File: src/rtl/uart_fifo_tx.sv
// uart_fifo_tx: buffered UART transmitter. Bytes enter a small FIFO over a
// valid/ready handshake and leave as LSB-first frames (start, 8 data bits,
// optional parity, stop). Frames are drained back-to-back with no idle gap.
module uart_fifo_tx #(
   parameter logic [23:0] BAUD_RATE  = 24'd9600,
   parameter logic [27:0] CLOCK_FREQ = 28'd100000000,
   parameter int          FIFO_DEPTH = 8,
   parameter bit          PARITY_EN  = 1'b0,
   parameter bit          PARITY_ODD = 1'b0
) (
   input  logic                        clk_int,
   input  logic                        uart_reset,
   input  logic [7:0]                  tx_data,
   input  logic                        tx_valid,
   output logic                        tx_ready,
   output logic                        uart_tx_d_out,
   output logic                        tx_busy,
   output logic [$clog2(FIFO_DEPTH):0] fifo_level
);

   localparam int               PTR_W    = $clog2(FIFO_DEPTH);
   localparam int               LVL_W    = PTR_W + 1;
   localparam logic [27:0]      DIV      = CLOCK_FREQ / {4'd0, BAUD_RATE};
   localparam logic [15:0]      DIV_M1   = DIV[15:0] - 16'd1;
   localparam logic [LVL_W-1:0] LVL_FULL = LVL_W'(FIFO_DEPTH);

   typedef enum logic [2:0] {
      IDLE,
      START,
      DATA,
      PARITY,
      STOP
   } state_t;

   // FIFO storage and bookkeeping
   logic [7:0]       mem [FIFO_DEPTH];
   logic [PTR_W-1:0] wr_ptr_reg;
   logic [PTR_W-1:0] rd_ptr_reg;
   logic [LVL_W-1:0] level_reg;

   // Serializer state
   state_t           state_reg;
   logic [15:0]      cnt_reg;
   logic [2:0]       bit_idx_reg;
   logic [7:0]       shift_reg;
   logic             parity_reg;
   logic             line_reg;
   logic             busy_reg;

   logic             push_en;
   logic             pop_en;
   logic             fifo_empty;
   logic             bit_done;
   logic [7:0]       head_byte;

   // Ready comes purely from the registered level, so a pop in the same cycle
   // never opens the door for a push into a full FIFO.
   assign fifo_empty = (level_reg == '0);
   assign tx_ready   = (level_reg != LVL_FULL);
   assign push_en    = tx_valid && tx_ready;
   assign bit_done   = (cnt_reg == 16'd0);
   assign head_byte  = mem[rd_ptr_reg];

   // A byte leaves the FIFO either from idle or on the last stop-bit cycle,
   // which is what lets frames run back-to-back.
   assign pop_en = !fifo_empty &&
                   ((state_reg == IDLE) || ((state_reg == STOP) && bit_done));

   assign uart_tx_d_out = line_reg;
   assign tx_busy       = busy_reg;
   assign fifo_level    = level_reg;

   // Storage write port; the array carries no reset so it can map to RAM.
   always_ff @(posedge clk_int) begin
      if (push_en) begin
         mem[wr_ptr_reg] <= tx_data;
      end
   end

   // Pointer and occupancy tracking; pointers wrap naturally at FIFO_DEPTH.
   always_ff @(posedge clk_int or negedge uart_reset) begin
      if (!uart_reset) begin
         wr_ptr_reg <= '0;
         rd_ptr_reg <= '0;
         level_reg  <= '0;
      end else begin
         if (push_en) begin
            wr_ptr_reg <= wr_ptr_reg + PTR_W'(1);
         end
         if (pop_en) begin
            rd_ptr_reg <= rd_ptr_reg + PTR_W'(1);
         end
         if (push_en && !pop_en) begin
            level_reg <= level_reg + LVL_W'(1);
         end else if (!push_en && pop_en) begin
            level_reg <= level_reg - LVL_W'(1);
         end
      end
   end

   // Frame sequencer; line and busy are registered and always set one state
   // ahead so every line bit lasts exactly DIV cycles.
   always_ff @(posedge clk_int or negedge uart_reset) begin
      if (!uart_reset) begin
         state_reg   <= IDLE;
         cnt_reg     <= '0;
         bit_idx_reg <= '0;
         shift_reg   <= '0;
         parity_reg  <= 1'b0;
         line_reg    <= 1'b1;
         busy_reg    <= 1'b0;
      end else begin
         case (state_reg)
            IDLE: begin
               line_reg <= 1'b1;
               busy_reg <= 1'b0;
               if (pop_en) begin
                  shift_reg  <= head_byte;
                  parity_reg <= (^head_byte) ^ PARITY_ODD;
                  cnt_reg    <= DIV_M1;
                  state_reg  <= START;
                  line_reg   <= 1'b0;
                  busy_reg   <= 1'b1;
               end
            end

            START: begin
               if (bit_done) begin
                  cnt_reg     <= DIV_M1;
                  bit_idx_reg <= '0;
                  state_reg   <= DATA;
                  line_reg    <= shift_reg[0];
               end else begin
                  cnt_reg <= cnt_reg - 16'd1;
               end
            end

            DATA: begin
               if (bit_done) begin
                  cnt_reg <= DIV_M1;
                  if (bit_idx_reg == 3'd7) begin
                     if (PARITY_EN) begin
                        state_reg <= PARITY;
                        line_reg  <= parity_reg;
                     end else begin
                        state_reg <= STOP;
                        line_reg  <= 1'b1;
                     end
                  end else begin
                     shift_reg   <= {1'b0, shift_reg[7:1]};
                     line_reg    <= shift_reg[1];
                     bit_idx_reg <= bit_idx_reg + 3'd1;
                  end
               end else begin
                  cnt_reg <= cnt_reg - 16'd1;
               end
            end

            PARITY: begin
               if (bit_done) begin
                  cnt_reg   <= DIV_M1;
                  state_reg <= STOP;
                  line_reg  <= 1'b1;
               end else begin
                  cnt_reg <= cnt_reg - 16'd1;
               end
            end

            STOP: begin
               if (bit_done) begin
                  if (pop_en) begin
                     shift_reg  <= head_byte;
                     parity_reg <= (^head_byte) ^ PARITY_ODD;
                     cnt_reg    <= DIV_M1;
                     state_reg  <= START;
                     line_reg   <= 1'b0;
                  end else begin
                     state_reg <= IDLE;
                     line_reg  <= 1'b1;
                     busy_reg  <= 1'b0;
                  end
               end else begin
                  cnt_reg <= cnt_reg - 16'd1;
               end
            end

            default: begin
               state_reg <= IDLE;
               line_reg  <= 1'b1;
               busy_reg  <= 1'b0;
            end
         endcase
      end
   end

endmodule
File: config.mk
export PLATFORM = sky130hd
export DESIGN_NAME = uart_fifo_tx
export DESIGN_NICKNAME = d
export VERILOG_FILES = /design/src/rtl/uart_fifo_tx.sv
export SDC_FILE = /design/constraint.sdc
export NUM_CORES = 1
export LEC_CHECK = 0
export BUFFER_PORTS_ARGS = -buffer_cell sky130_fd_sc_hd__buf_2
export CORE_MARGIN = 10
export CORE_UTILIZATION = 50
export CTS_CLUSTER_DIAMETER = 100
export DETAILED_ROUTE_END_ITERATION = 7
export GPL_TIMING_DRIVEN = 0
export HOLD_SLACK_MARGIN = 0.06
export PLACE_DENSITY = 0.69
export SETUP_SLACK_MARGIN = 0.2
export SYNTH_ARGS = -nofsm -noshare
export SYNTH_HDL_FRONTEND = slang
export SYNTH_SLANG_ARGS = --single-unit
File: constraint.sdc
create_clock -name clk_int -period 2.5 [get_ports clk_int]
set_input_delay 0.5 -clock clk_int [delete_from_list [all_inputs] [get_ports clk_int]]
set_output_delay 0.5 -clock clk_int [all_outputs]
set_load 0.01 [all_outputs]
**After elaboration in Yosys (flattened, before gate mapping)**

Memories as Yosys holds them, arrays and structs flattened.
Index checks and enable logic that the tools add are counted.

- Add/subtract/negate cells: 6
- Eq/ne operators: 14
- Mux-type cells: 36
- Bitwise gates (word level): 1
- Reduce and logical (&&, ||, !) cells: 22

Operators by type and width:

| operator | count |
|---|---|
| $mux 16 | 3 |
| $pmux 16 s3 | 1 |
| $mux 8 | 4 |
| $mux 3 | 9 |
| $pmux 8 s3 | 1 |
| $logic_not 16->1 | 1 |
| $ne 2x2->1 const B | 8 |
| $sub 16x1->16 const B | 1 |
| $pmux 3 s5 | 1 |
| $mux 1 | 12 |
| $reduce_and 4->1 | 3 |
| $add 3x1->3 const B | 3 |
| $mux 4 | 2 |
| $eq 3x2->1 const B | 2 |
| $eq 3x3->1 const B | 2 |
| $pmux 3 s2 | 1 |
| $reduce_and 6->1 | 1 |
| $reduce_bool 3->1 | 2 |
| $logic_and 1x1->1 | 5 |
| $pmux 1 s5 | 1 |
| $add 4x1->4 const B | 1 |
| $logic_not 4->1 | 1 |
| $ne 4x4->1 const B | 1 |
| $reduce_bool 2->1 | 2 |
| other kinds (9) | 11 |

- Bits in registers: 42
- Memory bits (writable): 64
- Memories kept: 1

Memories:

| memory | words | bits a word | read ports | clocked after memory_dff | wr ports | RTL line | source |
|---|---|---|---|---|---|---|---|
| mem | 8 | 8 | 1 | 0 | 1 | 36 | `logic [7:0] mem [FIFO_DEPTH];` |

**Depth between registers and ports, before layout**

Gate-level depths: netlist of the first run.

- Depth after elaboration: 7
- Depth in mapped cells: 13
- Depth with buffers taken out: 13

**Worst setup path after synthesis of the first run**

OpenSTA, ideal clock, no wires.

- Kind: reg2reg
- Start point: register cnt_reg[0]
- End point: register level_reg[3] (netlist: fifo_level[3])
- Library setup time: 0.129 ns
- Data arrival time: 2.630 ns
- Slack: -0.258 ns
- Stages on the path, launching flop included: 14
- Path buffers: 0
- Period minus slack after synthesis: 2.758 ns
- Path through: dfrtp_1 -> inv_1 -> ha_1 -> or4b_4 -> o21ai_4 -> nand2_2 -> ha_1 -> inv_1 -> ha_1 -> a21o_1 -> a21oi_1 -> xnor2_1 -> nor2_1 -> xor2_1

- Word-level cells in the longest chain between the ends: 7
- Elaborated cells on any way between the ends: 9
- Those cells by class: mux: 1; reduce/logical: 8

RTL lines:

| element | RTL line | source |
|---|---|---|
| from (decl) | 43 | `logic [15:0] cnt_reg;` |
| from (signal assigned) | 134 | `cnt_reg <= cnt_reg - 16'd1;` |
| from (signal assigned) | 155 | `cnt_reg <= cnt_reg - 16'd1;` |
| from (signal assigned) | 165 | `cnt_reg <= cnt_reg - 16'd1;` |
| $logic_not 16->1 (*) | 61 | `assign bit_done = (cnt_reg == 16'd0);` |
| $logic_and 1x1->1 (*) | 67 | `((state_reg == IDLE) \|\| ((state_reg == STOP) && bit_done));` |
| $logic_or 1x1->1 (*) | 67 |  |
| $logic_and 1x1->1 (*) | 66 | `assign pop_en = !fifo_empty &&` |
| $logic_not 1->1 | 93 | `if (push_en && !pop_en) begin` |
| $logic_and 1x1->1 | 93 |  |
| $mux 4 / $reduce_bool 2->1 (equally long branches) | -- |  |
| to (signal assigned) | 94 | `level_reg <= level_reg + LVL_W'(1);` |
| to (signal assigned) | 96 | `level_reg <= level_reg - LVL_W'(1);` |
| to (decl) | 39 | `logic [LVL_W-1:0] level_reg;` |

Every way passes the cells marked *; elsewhere a longest branch is shown, timed or not.
A chain may end at the register's enable or synchronous reset.

**Worst setup path in the final report of the first run**

- Start point: register cnt_reg[1]
- End point: register level_reg[3] (netlist: fifo_level[3])

The elaborated chain is that of the path after synthesis.

==> out/metrics.sh, run 1 <==
REG2REG_SETUP_SLACK_PS=-10
IO_PINS=18
SYNTH_ASYNC_RESET_RATIO=0.396
FINAL.SETUP_SKEW_PS=9.71
AGGREGATE_NEGATIVE_SETUP_SLACK_PS=-12.6
CRIT_END_ELEMENT='flip-flop'
SYNTH-WARNING-COUNT=0
DPL.CELL_COUNT=485
P_PER_AREA_mW_PER_MM2=706
CTS-BUFFERS-INSERTED=9
SYNTH_TOP_CELL_AREA_SHARE=0.395
YS_SEQ_ELEMENTS=106
CRIT_CHAIN='inv_2 -> ha_4 -> or4b_4 -> o21ai_4 -> nand2_4 -> ha_4 -> inv_4 -> ha_4 -> a21o_1 -> a21oi_2 -> xnor2_1 -> nor2_1 -> xor2_1'
SYNTH-EDFF-COUNT=64
HP-CLASS='input port to asynchronous set/reset pin'
WORST_PATH_MOST_REPEATED_CELL='sky130_fd_sc_hd__ha_4'
TIMING.FINAL.CRIT_SHARE=1.01
CRITICALPATHCATEGORY='flip-flop to flip-flop'
SYNTH_SEQUENTIAL_AREA_RATIO=0.612
CLK_ROOT_BUFFER_CELL='sky130_fd_sc_hd__clkbuf_8'
SEQ_POWER_SHARE=0.570
INSERTION_DELAY_PS=370
TRITONCTS='built'
NETSWITCHINGFRACTION=0.292
SHARE_CLK_OF_TOTAL_POWER=0.262
WORST_SLEW_MARGIN_REL=0.377
P_LEAK_nW=2.03
TIGHTESTPINTRANSITION_PS=935
SYNTHESIS.NETS=359
DIE-WIDTH_UM=119
FIRST_ITER_VIOLATIONS=235
DESIGN.CORE.AREA_MM2=0.00937
TIMING.FINAL.SETUP_VIOLATIONS=1
POSTLAYOUTSETUPSLACKWORST_PS=-12.6
INITIAL_CORE_UTIL=0.519
DRCVIOLATIONCOUNT=0
GRT_FIRST_PASS_WIRELENGTH_UM=15600
SYNTHESIS.AREA_PER_INSTANCE_UM2=14.4
PLACEMENT_ROWS=35
WORST_IR_DROP_VDD_mV=0.382
GRT_MAX_DEGREE=43
CHIPHEIGHT_UM=119
CTS.SINKS=106
CRIT_ARRIVAL_PS=2780
WORSTREG2REGEND='fifo_level[3]$_DFFE_PN0P_'
SYNTH.MOST_COMMON_CELL='sky130_fd_sc_hd__edfxtp_1'
SYNTH.TOP_CELLS.BY_COUNT='64 x sky130_fd_sc_hd__edfxtp_1, 41 x sky130_fd_sc_hd__dfrtp_1, 24 x sky130_fd_sc_hd__nand2_1'
PLACE_WORST_SETUP_SLACK_PS=-363
H_TREE_DEPTH=3
FIRST_PASS_ITERS=4
SYNTHFLOPTYPE='sky130_fd_sc_hd__edfxtp_1'
WORST_STAGE_DELAY_ON_THE_CRITICAL_PATH_PS=480
MAX_CLOCK_FREQ_GHz=0.398
SYNTH.LIB_CELLS_USED.DISTINCT=63
R2R_START='cnt_reg[1]$_DFFE_PN0P_'
OUTCOME='finished with violations'
AREA_DELTA_SYNTH_FINAL_PCT=14.3
CTS-HOLD-FIX-BUFFERS=0
PLACE_HPWL_UM=6300
VIA_COUNT_OF_THE_FIRST_GLOBAL_ROUTING_PASS=2941
LARGEST_REGISTER_FFS=64
WL_PER_CELL_UM=18.3
DIE_AREA_MM2=0.0141
FINALWIRELENGTH_UM=9380
PATH_CLK_SLEW_PS=110
CTS.PATH.MAX_BUFFERS=2
GRT_SETUP_UNREPAIRED='yes'
GRTUSAGETOTAL=0.137
SYN_AREA_MM2=0.00486
VIA_PER_INST=5.68
GRT_REMAINING_OVERFLOW=0
CRITPATHSLOWESTCELL='sky130_fd_sc_hd__or4b_4'
LAYOUT.NETS=400
FINALHOLDVIOLATIONS=0
VIAS=2913
SYNTH.AREA.TOP_CELLS='sky130_fd_sc_hd__edfxtp_1 40%, sky130_fd_sc_hd__dfrtp_1 21%, sky130_fd_sc_hd__mux4_2 7.4%'
COMB_POWER_SHARE=0.168
I_O_BUFFERS=17
FINAL_LAYOUT_SIZE_SUFFIX_GT1_FRAC=0.323
FINALNONFILLERCELLS=513
VIOLATIONS_IN_THE_FINAL_REPORTS='setup timing'
PLACE_CONGESTION=0.824
WORSTSETUPSTARTPOINTTYPE='flip-flop'
POWER.INTERNAL_mW=2.78
POST-ROUTE-MIN-PERIOD_PS=2510
POSTSYNTHCELLCOUNT=338
WORST-PATH-MAX-FANOUT=4
NUMBER_OF_ANTENNA_VIOLATIONS_AT_THE_FIRST_CHECK_IN_GLOBAL_ROUTING=0
DRV_SLEW=0
TOTAL_SWITCHING_POWER_mW=1.15
CP.REQUIRED_PS=2760
ANT_NETS=0
ANT_DIODES=0
WORST_R2R_PATH_DEPTH=13
SYNTH_TOP_AREA_CELL='sky130_fd_sc_hd__edfxtp_1'
MAX_CAP_VIOLATIONS=0
how the worst max path moves through the flow:
stage / startpoint / to / slack (ps) / depth (start not counted)
finish: cnt_reg[1]$_DFFE_PN0P_ / fifo_level[3]$_DFFE_PN0P_ / -10 / 13
global route: cnt_reg[1]$_DFFE_PN0P_ / fifo_level[3]$_DFFE_PN0P_ / -130 / 13
CTS: cnt_reg[1]$_DFFE_PN0P_ / fifo_level[3]$_DFFE_PN0P_ / -60 / 13
detailed placement: fifo_level[0]$_DFFE_PN0P_ / fifo_level[3]$_DFFE_PN0P_ / -360 / 11
global placement: fifo_level[1]$_DFFE_PN0P_ / mem[1][5]$_DFFE_PP_ / -310 / 6
floorplan: cnt_reg[1]$_DFFE_PN0P_ / fifo_level[3]$_DFFE_PN0P_ / -50 / 13
cell usage in the layout (no fill, tap or decap), types with 3 or more instances in the layout:
cell / netlist / routed
sky130_fd_sc_hd__edfxtp_1: 64 / 64
sky130_fd_sc_hd__dfrtp_1: 41 / 39
sky130_fd_sc_hd__buf_2: 7 / 25
sky130_fd_sc_hd__nand2_1: 24 / 24
sky130_fd_sc_hd__mux4_2: 16 / 16
sky130_fd_sc_hd__o21ai_0: 16 / 14
sky130_fd_sc_hd__buf_4: 0 / 14
sky130_fd_sc_hd__nor2_1: 20 / 11
sky130_fd_sc_hd__mux2i_1: 11 / 11
sky130_fd_sc_hd__mux2_4: 9 / 10
sky130_fd_sc_hd__a21oi_1: 10 / 9
sky130_fd_sc_hd__clkbuf_8: 0 / 9
sky130_fd_sc_hd__nor3_1: 12 / 8
sky130_fd_sc_hd__nor2_2: 0 / 8
sky130_fd_sc_hd__nand2b_1: 7 / 7
sky130_fd_sc_hd__xnor2_1: 7 / 7
sky130_fd_sc_hd__a31oi_1: 6 / 6
sky130_fd_sc_hd__ha_1: 9 / 6
sky130_fd_sc_hd__nand3_1: 5 / 5
sky130_fd_sc_hd__o31ai_1: 4 / 4
sky130_fd_sc_hd__and2_1: 3 / 3
sky130_fd_sc_hd__nor3_4: 1 / 3
sky130_fd_sc_hd__nor3_2: 1 / 3
sky130_fd_sc_hd__o21ai_1: 1 / 3
sky130_fd_sc_hd__or3_1: 3 / 3
sky130_fd_sc_hd__nand4_1: 3 / 3
sky130_fd_sc_hd__clkbuf_1: 4 / 3
sky130_fd_sc_hd__o2bb2ai_1: 3 / 3
sky130_fd_sc_hd__inv_1: 6 / 3
sky130_fd_sc_hd__ha_4: 0 / 3
sky130_fd_sc_hd__inv_8: 0 / 3
critical path, delay by kind of cell (launching register included):
kind,cells,cell delay (ps)
simple gates,3,640
fa+ha+maj,3,470
compound gates,3,450
flops,1,430
xor+xnor,2,260
buf+inv,2,150
cells by family (layout without fill, tap and decap cells):
family | after synthesis | in the layout | share of synthesized area
flops | 106 | 106 | 0.612
simple gates | 93 | 93 | 0.106
compound gates | 60 | 60 | 0.0855
mux | 39 | 39 | 0.132
buf+inv | 20 | 66 | 0.0188
fa+ha+maj | 11 | 11 | 0.0296
xor+xnor | 9 | 9 | 0.0162
metrics by stage:
step | power (mW) | utilization | area [um2] | hold slack, ps
6_report | 3.92 | 0.593 | 5550 | 245
5_1_grt | 4.13 | 0.593 | 5550 | 335
4_1_cts | 3.95 | 0.588 | 5510 | 287
3_5_place_dp | 2.85 | 0.551 | 5160 | 491
3_3_place_gp | 2.80 | 0.550 | 5150 | 492
2_1_floorplan | 2.62 | - | 4900 | 204
power groups by stage:
| stage | Clock, mW | Sequential [mW] | Combinational, mW |
|---|---|---|---|
| after floorplan | 0 | 2.24 | 0.386 |
| after global placement | 0 | 2.24 | 0.563 |
| after detailed placement | 0 | 2.26 | 0.598 |
| after CTS | 1.06 | 2.24 | 0.659 |
| after global routing | 1.14 | 2.27 | 0.730 |
| final | 1.03 | 2.24 | 0.657 |
timing repair:
item / CTS / global route
gates resized for setup: 22 / 9
pin swaps: 9 / 4
buffers inserted: 10 / 2
endpoints found under the setup margin: 71 / 52
layout make-up:
class / count / area (um2)
buffer: 14 / 75.1
clock buffer: 9 / 124
clock inverter: 7 / 71.3
fill: 746 / 3820
inverter: 6 / 25.0
multi-input combinational: 212 / 1940
sequential: 106 / 2980
tap: 129 / 161
timing repair buffer: 30 / 183
metal layers:
metal | GRT usage | vias up | part of all wire
met2 | 0.223 | 49 | 0.51
met4 | 0.0282 | 0 | 0.0050
met3 | 0.0333 | 4 | 0.035
met5 | 0 | - | 0
li1 | - | 1386 | -
met1 | 0.181 | 1474 | 0.45
(Power assumes the default switching activity.)
==> run 2, diff against run 1 <==
--- a/config.mk
+++ b/config.mk
@@ -5,6 +5,7 @@
 export SDC_FILE = /design/constraint.sdc
 export NUM_CORES = 1
 export LEC_CHECK = 0
+export ABC_AREA = 1
 export BUFFER_PORTS_ARGS = -buffer_cell sky130_fd_sc_hd__buf_2
 export CORE_MARGIN = 10
 export CORE_UTILIZATION = 50
@@ -12,7 +13,7 @@
 export DETAILED_ROUTE_END_ITERATION = 7
 export GPL_TIMING_DRIVEN = 0
 export HOLD_SLACK_MARGIN = 0.06
-export PLACE_DENSITY = 0.69
+export PLACE_DENSITY = 0.71
 export SETUP_SLACK_MARGIN = 0.2
 export SYNTH_ARGS = -nofsm -noshare
 export SYNTH_HDL_FRONTEND = slang
==> run 2 against run 1 <==
Compared with the run above: highest routed layer unchanged; count of clock-buffer cells in the layout rose by 2; power grew 0.64%; non-clock buffer count fell by 5; the run now ends clean; critical path depth rose by 1; synthesized area increased by 7.4%; clock skew grew 3.0 ps; worst hold slack improved by 22 ps; sequential power down 2%; synthesized cell count increased by 67%; final cell count is 45% higher.
==> out/metrics.sh, run 2 <==
CHIPHEIGHT_UM=122
FIRST_ITER_VIOLATIONS=235
INSERTION_DELAY_PS=380
TRITONCTS='built'
ANT_DIODES=0
P_LEAK_nW=2.49
CRIT_END_ELEMENT='flip-flop'
INITIAL_CORE_UTIL=0.510
CRIT_ARRIVAL_PS=2640
WORST_STAGE_DELAY_ON_THE_CRITICAL_PATH_PS=400
GRT_REMAINING_OVERFLOW=0
SYN_AREA_MM2=0.00522
WORSTREG2REGEND='fifo_level[1]$_DFFE_PN0P_'
TIMING.FINAL.CRIT_SHARE=0.945
SYNTH-EDFF-COUNT=64
GRT_FIRST_PASS_WIRELENGTH_UM=18700
FIRST_PASS_ITERS=4
CTS.PATH.MAX_BUFFERS=2
PLACE_CONGESTION=0.857
VIA_COUNT_OF_THE_FIRST_GLOBAL_ROUTING_PASS=3786
TOTAL_POWER_mW=3.95
VIA_PER_INST=5.19
COMMONEST_NON_FILL_NON_TAP_CELL_IN_THE_LAYOUT='sky130_fd_sc_hd__nand2_1'
SYNTH.LIB_CELLS_USED.DISTINCT=37
SEQ_AREA_MM2=0.00298
GRTUSAGETOTAL=0.159
DPL.CELL_COUNT=717
SYNTH_SEQUENTIAL_AREA_RATIO=0.570
SYNTH_ASYNC_RESET_RATIO=0.396
FINAL_LAYOUT_SIZE_SUFFIX_GT1_FRAC=0.182
SYNTH_TOP_CELL_AREA_SHARE=0.368
DIE-WIDTH_UM=122
IO_PINS=18
WORST_R2R_PATH_DEPTH=14
SYNTHFLOPTYPE='sky130_fd_sc_hd__edfxtp_1'
WORST_IR_DROP_VDD_mV=0.551
TIGHTESTPINTRANSITION_PS=983
SYNTH-WARNING-COUNT=0
CRITICALPATHCATEGORY='flip-flop to flip-flop'
LARGEST_REGISTER_FFS=64
R2R_START='cnt_reg[1]$_DFFE_PN0P_'
GRT_SETUP_UNREPAIRED='yes'
FINALWIRELENGTH_UM=11300
FINAL.SETUP_SKEW_PS=12.7
WORST_SLEW_MARGIN_REL=0.345
CP.REQUIRED_PS=2780
CTS-BUFFERS-INSERTED=9
POSTSYNTHCELLCOUNT=564
DESIGN.CORE.AREA_MM2=0.0102
P_PER_AREA_mW_PER_MM2=678
DRCVIOLATIONCOUNT=0
POST-ROUTE-MIN-PERIOD_PS=2360
OUTCOME='completed'
CTS.SINKS=106
PLACE_HPWL_UM=7730
VIAS=3850
WORST-PATH-MAX-FANOUT=4
FINALNONFILLERCELLS=742
SYNTH.AREA.TOP_CELLS='sky130_fd_sc_hd__edfxtp_1 37%, sky130_fd_sc_hd__dfrtp_1 20%, sky130_fd_sc_hd__nand2_1 11%'
YS_SEQ_ELEMENTS=106
FINALHOLDVIOLATIONS=0
REG2REG_SETUP_SLACK_PS=140
WORST_PATH_MOST_REPEATED_CELL='sky130_fd_sc_hd__nor2_4'
CLK_ROOT_BUFFER_CELL='sky130_fd_sc_hd__clkbuf_8'
AREA_DELTA_SYNTH_FINAL_PCT=11.6
SYNTHESIS.AREA_PER_INSTANCE_UM2=9.26
LAYOUT.NETS=622
CRITPATHSLOWESTCELL='sky130_fd_sc_hd__dfrtp_1'
SYNTH.TOP_CELLS.BY_COUNT='157 x sky130_fd_sc_hd__nand2_1, 64 x sky130_fd_sc_hd__edfxtp_1, 61 x sky130_fd_sc_hd__nand3_1'
PLACEMENT_ROWS=37
GRT_MAX_DEGREE=43
SYNTH_TOP_AREA_CELL='sky130_fd_sc_hd__edfxtp_1'
TIMING.FINAL.SETUP_VIOLATIONS=0
MOSTFREQUENTLAYOUTCELLS='154 x sky130_fd_sc_hd__nand2_1, 64 x sky130_fd_sc_hd__edfxtp_1, 60 x sky130_fd_sc_hd__nand3_1'
MAX_CLOCK_FREQ_GHz=0.423
DIE_AREA_MM2=0.0149
FILLER_CELL_COUNT=900
SYNTH.MOST_COMMON_CELL='sky130_fd_sc_hd__nand2_1'
WORSTSETUPSTARTPOINTTYPE='flip-flop'
MAX_CAP_VIOLATIONS=0
I_O_BUFFERS=17
DRV_SLEW=0
NUMBER_OF_ANTENNA_VIOLATIONS_AT_THE_FIRST_CHECK_IN_GLOBAL_ROUTING=0
HP-CLASS='input port to asynchronous set/reset pin'
WORST_HOLD_SLACK_PS=268
H_TREE_DEPTH=3
MULTI_INPUT_AREA_MM2=0.00201
CRIT_CHAIN='inv_2 -> ha_4 -> inv_2 -> nor2_2 -> nand2_2 -> nor2_4 -> nand2_2 -> nor2_4 -> nor2_4 -> ha_4 -> clkinv_4 -> buf_4 -> fa_1 -> mux2_2'
PATH_CLK_SLEW_PS=110
AGGREGATE_NEGATIVE_SETUP_SLACK_PS=0
SYNTHESIS.NETS=585
ANT_NETS=0
WL_PER_CELL_UM=15.2
==> run 2: cell count changes after synthesis, moves of 9 or more <==
cell                      change
sky130_fd_sc_hd__nand2_1    +133
sky130_fd_sc_hd__nand3_1     +56
sky130_fd_sc_hd__inv_1       +51
sky130_fd_sc_hd__nor2_1      +31
sky130_fd_sc_hd__mux4_2      -16
sky130_fd_sc_hd__o21ai_1     +12
sky130_fd_sc_hd__mux2i_1     -11
sky130_fd_sc_hd__nor2_2      +10
sky130_fd_sc_hd__mux2_4       -9
==> run 2: worst max path at each step <==
| stage | from | end | slack [ps] | cells after the start |
|---|---|---|---|---|
| after floorplan | cnt_reg[0]$_DFFE_PN0P_ | fifo_level[3]$_DFFE_PN0P_ | 220 | 17 |
| after global placement | cnt_reg[0]$_DFFE_PN0P_ | fifo_level[3]$_DFFE_PN0P_ | 20 | 17 |
| after detailed placement | cnt_reg[0]$_DFFE_PN0P_ | fifo_level[3]$_DFFE_PN0P_ | -2 | 17 |
| after CTS | cnt_reg[0]$_DFFE_PN0P_ | fifo_level[3]$_DFFE_PN0P_ | 200 | 17 |
| after global routing | cnt_reg[0]$_DFFE_PN0P_ | fifo_level[3]$_DFFE_PN0P_ | -8 | 17 |
| final | cnt_reg[1]$_DFFE_PN0P_ | fifo_level[1]$_DFFE_PN0P_ | 140 | 14 |
==> run 2: critical path: cells and delay by family, from the launching register on <==
kind | cells | cell delay, ps
buffers and inverters | 4 | 280
muxes | 1 | 270
adders and majority gates | 3 | 710
DFF | 1 | 400
and+or+nand+nor | 6 | 580
==> run 2: layer usage <==
metal | vias to the layer above | share of wire | GRT usage
met5 | - | 0 | 0
met4 | 0 | 0.011 | 0.0589
met3 | 11 | 0.055 | 0.0338
met2 | 96 | 0.49 | 0.255
met1 | 1833 | 0.45 | 0.208
li1 | 1910 | - | -
==> run 2: cells by family (layout without fill, tap and decap cells) <==
kind of cell	Yosys count	after routing	synth area share
and+or+nand+nor	313	313	0.271
AOI/OAI and AO/OA	48	48	0.0558
muxes	1	1	0.00216
xor gates and xnor gates	10	10	0.0168
DFF	106	106	0.570
buffers and inverters	76	118	0.0590
adders and majority gates	10	10	0.0254
==> run 2: metrics by stage <==
step | cell area (um2) | setup WS [ps] | util
after CTS | 5770 | 200 | 0.564
final | 5830 | 137 | 0.570
after global placement | 5520 | 22.4 | 0.539
after floorplan | 5260 | 219 | -
after global routing | 5830 | -8.28 | 0.570
after detailed placement | 5520 | -1.66 | 0.539
==> run 2: area by class of cell <==
class	instances	area share
multi-input combinational	382	0.344
inverter	63	0.0414
sequential	106	0.511
timing repair buffer	26	0.0262
clock inverter	5	0.0116
buffer	13	0.0122
tap	136	0.0292
clock buffer	11	0.0243
==> run 2: timing repair <==
item / in CTS / in global routing
pin swaps: 3 / 10
buffers inserted: 3 / 6
gates resized for setup: 6 / 7
hold buffers: 0 / 0
setup endpoints to repair: 3 / 3
==> run 2: report_power, final <==
group	total [mW]	switching (mW)	internal [mW]	leakage, nW
clock	1.13	0.624	0.508	0.106
combinational	0.628	0.386	0.242	1.31
sequential	2.19	0.105	2.08	1.07
total	3.95	1.11	2.83	2.49
==> run 3, diff against run 2 <==
--- a/config.mk
+++ b/config.mk
@@ -7,13 +7,15 @@
 export LEC_CHECK = 0
 export ABC_AREA = 1
 export BUFFER_PORTS_ARGS = -buffer_cell sky130_fd_sc_hd__buf_2
+export CORE_ASPECT_RATIO = 1.2
 export CORE_MARGIN = 10
 export CORE_UTILIZATION = 50
+export CTS_BUF_LIST = sky130_fd_sc_hd__clkbuf_8
 export CTS_CLUSTER_DIAMETER = 100
 export DETAILED_ROUTE_END_ITERATION = 7
 export GPL_TIMING_DRIVEN = 0
 export HOLD_SLACK_MARGIN = 0.06
-export PLACE_DENSITY = 0.71
+export PLACE_DENSITY = 0.68
 export SETUP_SLACK_MARGIN = 0.2
 export SYNTH_ARGS = -nofsm -noshare
 export SYNTH_HDL_FRONTEND = slang
==> constraint.sdc (replaced) <==
create_clock -name clk_int -period 2.7 [get_ports clk_int]
set_input_delay 0.54 -clock clk_int [delete_from_list [all_inputs] [get_ports clk_int]]
set_output_delay 0.54 -clock clk_int [all_outputs]
set_load 0.01 [all_outputs]
==> run 3 against run 2 <==
Compared with the run above: combinational power shrank 9.1%; wire length shrank 1.4%; utilization grew 0.41 points; power shrank 9.9%; worst hold slack gained 43 ps; critical endpoint unchanged.
==> out/metrics.sh, run 3 (synthesis gave the netlist of run 2 again) <==
MAX_CLOCK_FREQ_GHz=0.426
DIE-WIDTH_UM=113
CRITPATHSLOWESTCELL='sky130_fd_sc_hd__dfrtp_1'
POWER.INTERNAL_mW=2.57
CTS-BUFFERS-INSERTED=9
FILLER_CELL_COUNT=915
PLACE_HPWL_UM=7580
LAYOUT.NETS=624
WL_PER_CELL_UM=15.1
MAX_CAP_VIOLATIONS=0
NUMBER_OF_ANTENNA_VIOLATIONS_AT_THE_FIRST_CHECK_IN_GLOBAL_ROUTING=0
POST-ROUTE-MIN-PERIOD_PS=2350
VIAS=3872
I_O_BUFFERS=17
CTS.SINKS=106
FINAL_LAYOUT_SIZE_SUFFIX_GT1_FRAC=0.174
CRITICALPATHCATEGORY='flip-flop to flip-flop'
ANT_NETS=0
FINALNONFILLERCELLS=734
CP.REQUIRED_PS=2960
DIE_AREA_MM2=0.0149
AGGREGATE_NEGATIVE_SETUP_SLACK_PS=0
FIRST_ITER_VIOLATIONS=208
TRITONCTS='built'
VIA_COUNT_OF_THE_FIRST_GLOBAL_ROUTING_PASS=3734
GRT_MAX_DEGREE=43
WORST_STAGE_DELAY_ON_THE_CRITICAL_PATH_PS=410
INITIAL_CORE_UTIL=0.516
FINALWIRELENGTH_UM=11100
P_LEAK_nW=2.49
CLK_ROOT_BUFFER_CELL='sky130_fd_sc_hd__clkbuf_8'
INSERTION_DELAY_PS=370
TIMING.FINAL.CRIT_SHARE=0.869
ANT_DIODES=0
TIGHTESTPINTRANSITION_PS=957
COMMONEST_NON_FILL_NON_TAP_CELL_IN_THE_LAYOUT='sky130_fd_sc_hd__nand2_1'
MULTI_INPUT_AREA_MM2=0.00200
GRTUSAGETOTAL=0.150
FINAL.SETUP_SKEW_PS=7.05
MOSTFREQUENTLAYOUTCELLS='155 x sky130_fd_sc_hd__nand2_1, 64 x sky130_fd_sc_hd__edfxtp_1, 61 x sky130_fd_sc_hd__nand3_1'
CRIT_ARRIVAL_PS=2610
FINALHOLDVIOLATIONS=0
TIMING.FINAL.SETUP_VIOLATIONS=0
WORST_IR_DROP_VDD_mV=0.722
PLACE_CONGESTION=0.825
GRT_REMAINING_OVERFLOW=0
HP-CLASS='input port to asynchronous set/reset pin'
SEQ_AREA_MM2=0.00297
CTS.PATH.MAX_BUFFERS=2
TIMING.CRITICAL_PATH.BUF_INV=4
GRT_FIRST_PASS_WIRELENGTH_UM=18200
FIRST_PASS_ITERS=5
WORST_HOLD_SLACK_PS=311
GRT_SETUP_UNREPAIRED='no'
P_PER_AREA_mW_PER_MM2=613
IO_PINS=18
DRCVIOLATIONCOUNT=0
COMB_POWER_SHARE=0.161
LARGEST_REGISTER_FFS=64
CRIT_END_ELEMENT='flip-flop'
OUTCOME='completed'
CRIT_CHAIN='inv_2 -> ha_4 -> inv_2 -> nor2_2 -> nand2_1 -> nor2_2 -> nand2_2 -> nor2_4 -> nor2_4 -> ha_4 -> inv_4 -> buf_4 -> fa_1 -> mux2_2'
H_TREE_DEPTH=3
SEQ_POWER_SHARE=0.568
WORST_SLEW_MARGIN_REL=0.360
REG2REG_SETUP_SLACK_PS=350
R2R_START='cnt_reg[0]$_DFFE_PN0P_'
CHIPHEIGHT_UM=132
VIA_PER_INST=5.28
SHARE_CLK_OF_TOTAL_POWER=0.272
PATH_CLK_SLEW_PS=90
TOTAL_SWITCHING_POWER_mW=0.984
PLACEMENT_ROWS=40
FIN_AREA_MM2=0.00580
WORSTSETUPSTARTPOINTTYPE='flip-flop'
WORST-PATH-MAX-FANOUT=4
DRV_SLEW=0
NETSWITCHINGFRACTION=0.277
POSTLAYOUTSETUPSLACKWORST_PS=355
DPL.CELL_COUNT=707
POST_DP_CELL_AREA_MM2=0.00546
AREA_DELTA_SYNTH_FINAL_PCT=11.1
CRIT_FAMILY='adder cells'
PLACE_WORST_SETUP_SLACK_PS=-12.4
CRITICAL_PATH_LAUNCH_POINT='cnt_reg[0]$_DFFE_PN0P_'
DESIGN.CORE.AREA_MM2=0.0101
-- run 3: worst paths after layout --
check | to | cells after the start
setup / recovery | fifo_level[1]$_DFFE_PN0P_ | 14
hold / removal | cnt_reg[4]$_DFFE_PN0P_ | 1
setup reg to reg | fifo_level[1]$_DFFE_PN0P_ | 14
hold reg to reg | shift_reg[5]$_DFFE_PN0P_ | 2
max in group asynchronous | shift_reg[1]$_DFFE_PN0P_ | 1
min in group clk_int | mem[3][0]$_DFFE_PP_ | 1
-- run 3: layer usage --
| layer | global-route usage | routed length (um) | vias up |
|---|---|---|---|
| met5 | 0 | 0 | - |
| met4 | 0.0629 | 238 | 0 |
| met3 | 0.0310 | 449 | 18 |
| met2 | 0.237 | 5370 | 73 |
| met1 | 0.194 | 5060 | 1854 |
| li1 | - | - | 1927 |
-- run 3: metrics by stage --
step / total power [mW] / utilization
floorplan: 2.38 / -
global placement: 2.54 / 0.540
detailed placement: 2.57 / 0.540
CTS: 3.55 / 0.564
global route: 3.75 / 0.574
finish: 3.56 / 0.574
-- run 3: timing repair --
item | 4_1_cts | 5_1_grt
pin swaps | 3 | 10
setup endpoints to repair | 2 | 2
setup buffers | 4 | 7
resized for setup | 6 | 11
cloned | 0 | 0
hold buffers | 0 | 0
-- run 3: area by class of cell --
| cell class | count | area share |
|---|---|---|
| inverter | 63 | 0.0412 |
| clock buffer | 9 | 0.0214 |
| clock inverter | 7 | 0.0119 |
| timing repair buffer | 28 | 0.0289 |
| sequential | 106 | 0.513 |
| multi-input combinational | 382 | 0.344 |
| buffer | 13 | 0.0123 |
| tap | 126 | 0.0272 |
-- run 3: power by group through the flow --
stage	clock network, mW	registers, mW	logic, mW
2_1_floorplan	0	2.05	0.329
3_3_place_gp	0	2.05	0.497
3_5_place_dp	0	2.05	0.518
4_1_cts	0.984	2.02	0.543
5_1_grt	1.05	2.04	0.657
6_report	0.966	2.02	0.571
